===== src/rtl/sram_lsu_bridge.sv =====
// ---------------------------------------------------------------------------
// sram_lsu_bridge
//    Bridges a simple load/store request/response interface onto one
//    byte-masked port of a 32-bit-wide dual-port RAM.
//    Byte, half and word accesses are supported. Loads are sign- or
//    zero-extended. Out-of-range and illegal-size requests respond with an
//    error and never touch the RAM.
//
// Configuration macro:
//    LSU_MISALIGN_SPLIT_EN - when defined, accesses that straddle two words
//                            are performed as two RAM accesses (ACC2 state).
//                            When undefined, such accesses are errors and the
//                            second-access logic is not built.
//
// Ports:
//    clk, rst_n      - clock, asynchronous active-low reset
//    req_*           - request (valid/ready handshake, we, addr, size,
//                      unsigned, wdata)
//    rsp_*           - one-cycle response pulse with load data and error flag
//    ram_*           - RAM port (en, we, wem, addr, din, dout); ram_dout is
//                      valid the cycle after a read enable
// ---------------------------------------------------------------------------
module sram_lsu_bridge #(
   parameter int RAM_DEPTH = 1024
) (
   input  logic                         clk,
   input  logic                         rst_n,
   input  logic                         req_valid,
   output logic                         req_ready,
   input  logic                         req_we,
   input  logic [31:0]                  req_addr,
   input  logic [1:0]                   req_size,
   input  logic                         req_unsigned,
   input  logic [31:0]                  req_wdata,
   output logic                         rsp_valid,
   output logic [31:0]                  rsp_rdata,
   output logic                         rsp_err,
   output logic                         ram_en,
   output logic                         ram_we,
   output logic [3:0]                   ram_wem,
   output logic [$clog2(RAM_DEPTH)-1:0] ram_addr,
   output logic [31:0]                  ram_din,
   input  logic [31:0]                  ram_dout
);

   localparam int AW = $clog2(RAM_DEPTH);

   typedef enum logic [1:0] {
      IDLE = 2'd0,
      ACC2 = 2'd1,
      WAIT = 2'd2,
      RSP  = 2'd3
   } state_t;

   // Lane mask of an access starting at lane 0.
   function automatic logic [3:0] lane_mask(input logic [1:0] size);
      logic [3:0] m;
      case (size)
         2'b00:   m = 4'b0001;
         2'b01:   m = 4'b0011;
         2'b10:   m = 4'b1111;
         default: m = 4'b0000;
      endcase
      return m;
   endfunction

   // Shift the two-word window down to the access offset, truncate to the
   // access size and extend.
   function automatic logic [31:0] fmt_load(input logic [31:0] lo,
                                            input logic [31:0] hi,
                                            input logic [1:0]  off,
                                            input logic [1:0]  size,
                                            input logic        uns);
      logic [63:0] cat;
      logic [31:0] res;
      cat = {hi, lo} >> {off, 3'b000};
      case (size)
         2'b00:   res = uns ? {24'd0, cat[7:0]}  : {{24{cat[7]}},  cat[7:0]};
         2'b01:   res = uns ? {16'd0, cat[15:0]} : {{16{cat[15]}}, cat[15:0]};
         2'b10:   res = cat[31:0];
         default: res = 32'd0;
      endcase
      return res;
   endfunction

   state_t        state_q;
   logic [1:0]    off_q;
   logic [1:0]    size_q;
   logic          unsigned_q;
   logic          rsp_valid_q;
   logic          rsp_err_q;
   logic [31:0]   rsp_rdata_q;
`ifdef LSU_MISALIGN_SPLIT_EN
   logic          we_q;
   logic          split_q;
   logic [AW-1:0] waddr_q;
   logic [31:0]   wdata_q;
   logic [31:0]   first_q;
   logic [2:0]    rem_s;
   logic          last_s;
`endif

   logic [1:0]    off_s;
   logic [AW-1:0] word_s;
   logic [3:0]    mask_s;
   logic          mis_s;
   logic          oob_s;
   logic          err_s;

   // Ready only in IDLE and never while reset is applied.
   assign req_ready = rst_n && (state_q == IDLE);
   assign rsp_valid = rsp_valid_q;
   assign rsp_rdata = rsp_rdata_q;
   assign rsp_err   = rsp_err_q;

   // Decode the incoming request fields and classify errors.
   always_comb begin
      off_s  = req_addr[1:0];
      word_s = req_addr[AW+1:2];
      mask_s = lane_mask(req_size);
      mis_s  = ((req_size == 2'b01) && (off_s == 2'b11)) ||
               ((req_size == 2'b10) && (off_s != 2'b00));
      oob_s  = ({2'b00, req_addr} >= (34'(RAM_DEPTH) << 2));
`ifdef LSU_MISALIGN_SPLIT_EN
      // A split whose second word would fall off the end of the RAM.
      last_s = (({1'b0, word_s} + {{AW{1'b0}}, 1'b1}) == (AW+1)'(RAM_DEPTH));
      err_s  = (req_size == 2'b11) || oob_s || (mis_s && last_s);
`else
      err_s  = (req_size == 2'b11) || oob_s || mis_s;
`endif
   end

   // RAM port drive: first access straight from the request, second access
   // from the registered copy.
   always_comb begin
      ram_en   = 1'b0;
      ram_we   = 1'b0;
      ram_wem  = 4'b0000;
      ram_addr = '0;
      ram_din  = 32'd0;
`ifdef LSU_MISALIGN_SPLIT_EN
      rem_s    = 3'd4 - {1'b0, off_q};
`endif
      case (state_q)
         IDLE: begin
            if (req_ready && req_valid && !err_s) begin
               ram_en   = 1'b1;
               ram_we   = req_we;
               ram_addr = word_s;
               ram_wem  = req_we ? (mask_s << off_s) : 4'b0000;
               ram_din  = req_wdata << {off_s, 3'b000};
            end else begin
               ram_en   = 1'b0;
            end
         end
`ifdef LSU_MISALIGN_SPLIT_EN
         ACC2: begin
            ram_en   = 1'b1;
            ram_we   = we_q;
            ram_addr = waddr_q + {{(AW-1){1'b0}}, 1'b1};
            ram_wem  = we_q ? (lane_mask(size_q) >> rem_s) : 4'b0000;
            ram_din  = wdata_q >> {rem_s, 3'b000};
         end
`endif
         default: begin
            ram_en   = 1'b0;
         end
      endcase
   end

   // Control FSM with registered response outputs.
   always_ff @(posedge clk or negedge rst_n) begin
      if (!rst_n) begin
         state_q     <= IDLE;
         off_q       <= 2'd0;
         size_q      <= 2'd0;
         unsigned_q  <= 1'b0;
         rsp_valid_q <= 1'b0;
         rsp_err_q   <= 1'b0;
         rsp_rdata_q <= 32'd0;
`ifdef LSU_MISALIGN_SPLIT_EN
         we_q        <= 1'b0;
         split_q     <= 1'b0;
         waddr_q     <= '0;
         wdata_q     <= 32'd0;
         first_q     <= 32'd0;
`endif
      end else begin
         rsp_valid_q <= 1'b0;
         rsp_err_q   <= 1'b0;
         rsp_rdata_q <= 32'd0;
         case (state_q)
            IDLE: begin
               if (req_valid) begin
                  off_q      <= off_s;
                  size_q     <= req_size;
                  unsigned_q <= req_unsigned;
`ifdef LSU_MISALIGN_SPLIT_EN
                  we_q       <= req_we;
                  split_q    <= mis_s && !err_s;
                  waddr_q    <= word_s;
                  wdata_q    <= req_wdata;
`endif
                  if (err_s) begin
                     rsp_valid_q <= 1'b1;
                     rsp_err_q   <= 1'b1;
                     state_q     <= RSP;
`ifdef LSU_MISALIGN_SPLIT_EN
                  end else if (mis_s) begin
                     state_q     <= ACC2;
`endif
                  end else if (req_we) begin
                     rsp_valid_q <= 1'b1;
                     state_q     <= RSP;
                  end else begin
                     state_q     <= WAIT;
                  end
               end
            end
`ifdef LSU_MISALIGN_SPLIT_EN
            ACC2: begin
               // ram_dout holds the first word of a split load here.
               first_q <= ram_dout;
               if (we_q) begin
                  rsp_valid_q <= 1'b1;
                  state_q     <= RSP;
               end else begin
                  state_q     <= WAIT;
               end
            end
`endif
            WAIT: begin
               rsp_valid_q <= 1'b1;
`ifdef LSU_MISALIGN_SPLIT_EN
               if (split_q) begin
                  rsp_rdata_q <= fmt_load(first_q, ram_dout, off_q, size_q, unsigned_q);
               end else begin
                  rsp_rdata_q <= fmt_load(ram_dout, 32'd0, off_q, size_q, unsigned_q);
               end
`else
               rsp_rdata_q <= fmt_load(ram_dout, 32'd0, off_q, size_q, unsigned_q);
`endif
               state_q     <= RSP;
            end
            RSP: begin
               state_q <= IDLE;
            end
            default: begin
               state_q <= IDLE;
            end
         endcase
      end
   end

endmodule


===== config.mk =====
export PLATFORM = sky130hd
export DESIGN_NAME = sram_lsu_bridge
export DESIGN_NICKNAME = d
export VERILOG_FILES = /design/src/rtl/sram_lsu_bridge.sv
export SDC_FILE = /design/constraint.sdc
export NUM_CORES = 1
export LEC_CHECK = 0
export CORE_MARGIN = 4
export CORE_UTILIZATION = 33
export CTS_BUF_LIST = sky130_fd_sc_hd__clkbuf_2 sky130_fd_sc_hd__clkbuf_4 sky130_fd_sc_hd__clkbuf_8
export DETAILED_ROUTE_END_ITERATION = 10
export MAX_ROUTING_LAYER = met4
export PLACE_DENSITY = 0.83
export SYNTH_ARGS = -nofsm -noshare
export SYNTH_HDL_FRONTEND = slang
export SYNTH_SLANG_ARGS = --single-unit

===== constraint.sdc =====
create_clock -name clk -period 1.8 [get_ports clk]
set_clock_uncertainty 0.1 [all_clocks]
set_input_delay 0.18 -clock clk [delete_from_list [all_inputs] [get_ports clk]]
set_output_delay 0.18 -clock clk [all_outputs]
set_load 0.02 [all_outputs]

==> impl_metrics.tcl, run 1 <==
set metrics [dict create \
    ys_seq_area_share_pct 37.2 \
    grt_pass1_vias 3769 \
    slew_viol_final 0 \
    ys_top_cells_by_count "dfrtp_1 (41), mux2i_1 (37), nor2_1 (35)" \
    hold-worst-slack_ns -0.101 \
    globalRouteTotalUtil_pct 25.4 \
    use_met3_pct 7.22 \
    status "complete, but fails checks" \
    ys_ff_latch 41 \
    place.gp.congestion 0.917 \
    clk_path_buf_depth 2 \
    worstPathMaxFanout 8 \
    power_mw 5.16 \
    drtIter0Drc 90 \
    global_route.usage.met1_pct 27.3 \
    area_growth_pct 107 \
    slowest_stage "dfrtp_1" \
    wl_per_cell_microns 19.9 \
    layout_min_cycle_time_ns 2.14 \
    power.switching_mw 2.04 \
    period_share_pct 119 \
    synth_top_cell_by_area "dfrtp_1" \
    layout.nets 646 \
    max_freq_ghz 0.467 \
    synth_most_common_cell "dfrtp_1" \
    die_area_sq_mm 0.00989 \
    yosys-top-cells-area "dfrtp_1 (37%), mux2i_1 (13%), a211oi_1 (8.2%)" \
    drive_gt1_share_pct 35.3 \
    overflow 0 \
    fillers 605 \
    seqPwrFrac_pct 27.9 \
    synth_edf_count 0 \
    top_usage_layer "met2" \
    vias 3466 \
    path_clk_slew_ns 0.08 \
    ant_nets 0 \
    required_ns 1.52 \
    final_cells 648 \
    cts_buffers 5 \
    numPortBuffers 185 \
    yosysTopAreaCellShare_pct 37.2 \
    clk_latency_ns 0.29 \
    yosys_warnings 0 \
    path_class "reg -> out" \
    slowest_delay_ns 0.40 \
    min_path_type "in -> async" \
    viasPerCell 5.35 \
    cts_tree "done" \
    syn_inst 312 \
    place_ws_ns -1.08 \
    final_core_util_pct 69.8 \
    ir_worst_vdd_mv 0.455 \
    synthesis.area_sq_mm 0.00276 \
    synth_cell_type_count 36 \
    cp.arrival_ns 1.86 \
    drc 0 \
    async_reset_ff_share_pct 100 \
    synth_fp_nets 418 \
    timing.final.ws_setup_ns -0.340 \
    first_pass_iters 4 \
    p_sw_share_pct 39.5 \
    power_frac_clock_pct 15.0 \
    grt_max_degree 43 \
    postSynthAreaPerCell_sq_um 8.85 \
    setup_viol 48 \
    failed_checks "hold timing, setup timing" \
    die_y_microns 99.5 \
    crit_path_start_kind "flip-flop" \
    powerDensity_mw_per_mm2 904 \
    pin_count 186 \
    r2r_slack_ns 0.07 \
    grt_pass1_wl_microns 19100 \
    numClockSinks 41 \
    comb_power_share_pct 57.1 \
    use_met2_pct 44.2 \
    tightest_slew_ns 0.502 \
    crit_chain "nor2_2, and3_4, nand3_4, buf_6, inv_6, buf_6, and3_4, buf_6" \
    crit_top_cell "buf_6" \
    maxCapViolCount 0 \
    hpwl_microns 9080 \
    coreArea_sq_mm 0.00818 \
    die_w_microns 99.5 \
    cts-root-buf "clkbuf_8" \
    relSlewSlack_pct 65.6 \
    antenna_found_initial 2 \
    grt_setup_unrepaired "true" \
    row_count 33 \
    final_hold_viol_count 41 \
    critPathCaptureType "primary output" \
    start_util_pct 33.8 \
    synthFlopType "dfrtp_1" \
    p_leak_nw 2.54 \
    htreeDepth 2 \
    dp.cells 628 \
    internal_power_mw 3.12 \
    wl_microns 12900 \
    fin_setup_tns_ns -11.91 \
]
logic make-up (layout without fill, tap and decap cells):
family                     Yosys count  count (layout)  share of synthesized area (%)
and+or+nand+nor                    111             111                           20.7
DFF                                 41              41                           37.2
buffers and inverters               30             259                           4.76
AOI/OAI and AO/OA                   84              84                           20.2
muxes                               41              41                           15.2
adders and majority gates            3               3                           1.36
xor gates and xnor gates             2               2                          0.635
other                                0               2                              0
worst paths after layout:
path | start | depth (start not counted) | to
worst max register to register | off_q[0] | 4 | rsp_rdata[11]
worst min-delay path | rst_n | 2 | state_q[1]
max in group asynchronous | rst_n | 2 | off_q[0]
worst max-delay path | state_q[1] | 8 | ram_din[0]
min in group clk | req_size[0] | 4 | size_q[0]
worst min register to register | state_q[0] | 2 | state_q[1]
flip-flops by register name (all words and copies together) (netlist names):
signal / cells
rsp_valid: 1
state_q: 2
size_q: 2
rsp_rdata: 32
rsp_err: 1
unsigned_q: 1
off_q: 2
area by class of cell:
type	count	area [sq um]	area share, %
diodes	2	5.00	0.0878
multi-input cells	241	2040	35.8
inverters	6	27.5	0.483
clock inverters	1	30.0	0.527
flip-flops and latches	41	1030	18.0
clock buffers	7	90.1	1.58
repair buffers	245	2350	41.2
well taps	105	131	2.30
placed cells by master (no fill, tap or decap), types with 3 or more instances in the layout:
| master | count |
|---|---|
| and3_4 | 9 |
| nor4_4 | 3 |
| a21o_1 | 8 |
| mux2_2 | 3 |
| clkdlybuf4s50_1 | 116 |
| a21oi_1 | 15 |
| clkbuf_8 | 6 |
| a211oi_1 | 22 |
| and2_4 | 4 |
| nand2_1 | 11 |
| inv_1 | 3 |
| and2_1 | 11 |
| a211oi_4 | 4 |
| dlygate4sd2_1 | 15 |
| nor3_4 | 6 |
| dfrtp_1 | 40 |
| nor2_4 | 10 |
| nor2b_1 | 14 |
| o21ai_0 | 18 |
| nor3_2 | 4 |
| a21oi_2 | 4 |
| a211oi_2 | 4 |
| buf_6 | 45 |
| buf_4 | 60 |
| nor2_1 | 24 |
| mux2i_1 | 37 |
repair_timing:
item,in CTS,in global routing
gates resized for setup,343,40
setup buffers,6,4
hold endpoints to repair,41,41
pin swaps,26,19
setup endpoints to repair,57,65
gates cloned,4,0
power by group through the flow:
| stage | registers, mW | clock network [mW] | logic [mW] |
|---|---|---|---|
| floorplan | 1.72 | 0 | 1.26 |
| global placement | 1.43 | 0 | 2.73 |
| detailed placement | 1.44 | 0 | 2.79 |
| CTS | 1.43 | 0.787 | 2.85 |
| global route | 1.48 | 0.828 | 3.16 |
| finish | 1.44 | 0.771 | 2.95 |
routing by layer:
metal	vias up	share of wire [%]
met5	-	0
met2	186	51
li1	1588	-
met3	31	9.5
met4	0	3.0
met1	1661	36
critical path, delay by kind of cell, from the launching register on:
family	cells	cell delay (ns)
flip-flops	1	0.40
buffers and inverters	4	0.47
AND/OR/NAND/NOR	4	0.69
per-stage QoR:
| step | area, sq um | hold slack (ns) |
|---|---|---|
| 3_3_place_gp | 5170 | 0.212 |
| 6_report | 5700 | -0.101 |
| 3_5_place_dp | 5170 | 0.218 |
| 4_1_cts | 5590 | -0.0964 |
| 5_1_grt | 5700 | -0.0589 |
| 2_1_floorplan | 2920 | -0.216 |
Note: power is estimated with default switching activity, not from simulation.
==> run 2: changes to the inputs <==
Settings changed: CTS_CLUSTER_DIAMETER from default to 60, SETUP_SLACK_MARGIN from default to 0.1.
==> run 2 against run 1 <==
Compared with the run above:
- the flow still finishes with violations (hold timing, setup timing)
- clock-buffer cell count is 1 lower
- power is 0.94% lower
- die area stayed put
- setup slack better by 0.057 ns
- flip-flop and latch count stayed put
- critical path type is now in -> out
- largest power group unchanged
==> impl_metrics.tcl, run 2 (synthesis gave the netlist of run 1 again) <==
set metrics [dict create \
    path_buf_inv 3 \
    overflow 0 \
    vias 3403 \
    final_cell_mix "clkdlybuf4s50_1 (114), buf_4 (75), dfrtp_1 (40)" \
    cts_tree "done" \
    path_clk_slew_ns 0.08 \
    grt_pass1_vias 3653 \
    htreeDepth 2 \
    hpwl_microns 9500 \
    viasPerCell 5.24 \
    drtIter0Drc 82 \
    powerDensity_mw_per_mm2 917 \
    min_path_type "in -> async" \
    timing.final.ws_setup_ns -0.283 \
    critPathCaptureType "primary output" \
    place.gp.congestion 0.948 \
    drive_gt1_share_pct 35.8 \
    cp.arrival_ns 1.80 \
    layout_commonest_cell "clkdlybuf4s50_1" \
    wl_per_cell_microns 18.4 \
    required_ns 1.52 \
    layout_min_cycle_time_ns 2.08 \
    drc 0 \
    diodes 0 \
    final_core_util_pct 68.1 \
    maxCapViolCount 0 \
    cts-root-buf "clkbuf_8" \
    worstPathMaxFanout 6 \
    globalRouteTotalUtil_pct 24.3 \
    layout.nets 650 \
    wl_microns 11900 \
    numPortBuffers 185 \
    slowest_stage "clkdlybuf4s50_1" \
    final_hold_viol_count 41 \
    r2r_slack_ns 0.04 \
    start_util_pct 33.8 \
    grt_max_degree 43 \
    row_count 33 \
    die_area_sq_mm 0.00989 \
    coreArea_sq_mm 0.00818 \
    crit_path_start_kind "input port" \
    setup_viol 48 \
    die_y_microns 99.5 \
    ir_worst_vdd_mv 0.479 \
    antenna_found_initial 0 \
    clk_latency_ns 0.29 \
    crit_family "buffers and inverters" \
    hold-worst-slack_ns -0.0989 \
    max_freq_ghz 0.480 \
    relSlewSlack_pct 54.1 \
    p_leak_nw 2.59 \
    crit_chain "clkdlybuf4s50_1, a211oi_2, o211a_1, nand3_4, buf_16, nor4b_4, buf_4" \
    grt_pass1_wl_microns 18500 \
    pin_count 186 \
    slowest_delay_ns 0.42 \
    path_class "in -> out" \
    die_w_microns 99.5 \
    place_ws_ns -1.11 \
    ant_nets 0 \
    tightest_slew_ns 0.686 \
    slew_viol_final 0 \
    largest_reg_flops 32 \
    status "complete, but fails checks" \
    numClockSinks 41 \
    first_pass_iters 4 \
    period_share_pct 116 \
    cts_buffers 5 \
    failed_checks "hold timing, setup timing" \
    grt_setup_unrepaired "true" \
    area_growth_pct 102 \
    clk_path_buf_depth 2 \
]
run 2: cell types whose count changed in the layout (fill, tap and decap cells not counted), sizes merged, moves of 2 or more:
cell and change:
clkdlybuf4s50 -2, diode -2, clkinv +2, dlygate4sd2 -3
buf +7
run 2: area by class of cell:
cell class	count	area (sq um)
well taps	105	131
flip-flops and latches	41	1030
repair buffers	249	2270
inverters	6	27.5
fillers	638	2610
clock buffers	6	82.6
multi-input cells	241	2020
clock inverters	2	13.8
run 2: worst register-to-register path, delay by kind of cell (launching register included):
| family | cells | cell delay [ns] |
|---|---|---|
| AO/OA/AOI/OAI | 1 | 0.17 |
| flip-flops | 1 | 0.46 |
| multiplexers | 2 | 0.44 |
| AND/OR/NAND/NOR | 1 | 0.52 |
run 2: layer usage:
| layer | up-vias | global-route usage [%] | wire length, microns |
|---|---|---|---|
| li1 | 1591 | - | - |
| met1 | 1592 | 26.6 | 4360 |
| met2 | 186 | 41.9 | 6030 |
| met3 | 34 | 6.52 | 1140 |
| met4 | 0 | 9.45 | 412 |
| met5 | - | - | 0 |
run 2: worst paths after layout:
check	endpoint	cells past startpoint	start
max	ram_wem[0]	7	req_addr[15]
min reg2reg	unsigned_q	1	unsigned_q
max reg2reg	rsp_rdata[9]	4	off_q[0]
min in group clk	size_q[0]	4	req_size[0]
max in group asynchronous	off_q[0]	2	rst_n
min	rsp_rdata[26]	2	rst_n
run 2: what timing repair did:
| action | CTS | global route |
|---|---|---|
| pin swaps | 20 | 10 |
| buffers inserted | 3 | 1 |
| cloned | 1 | 0 |
| resized for setup | 285 | 26 |
| endpoints found under the hold margin | 41 | 41 |
| setup endpoints to repair | 65 | 80 |
run 2: per-stage QoR:
step	setup TNS [ns]	std cells	total power [mW]	hold WS, ns	cell area (sq um)
2_1_floorplan	0	312	3.08	-0.216	3080
3_3_place_gp	-47.71	637	4.27	0.217	5370
3_5_place_dp	-50.96	637	4.34	0.226	5370
4_1_cts	-7.98	649	5.05	-0.0892	5500
5_1_grt	-12.88	650	5.42	-0.0542	5570
6_report	-8.84	650	5.11	-0.0989	5570
run 2: where the power goes:
group | switching [mW] | internal (mW) | leakage [nW]
sequential | 0.180 | 1.25 | 0.547
clock | 0.312 | 0.311 | 0.0512
combinational | 1.60 | 1.45 | 1.99
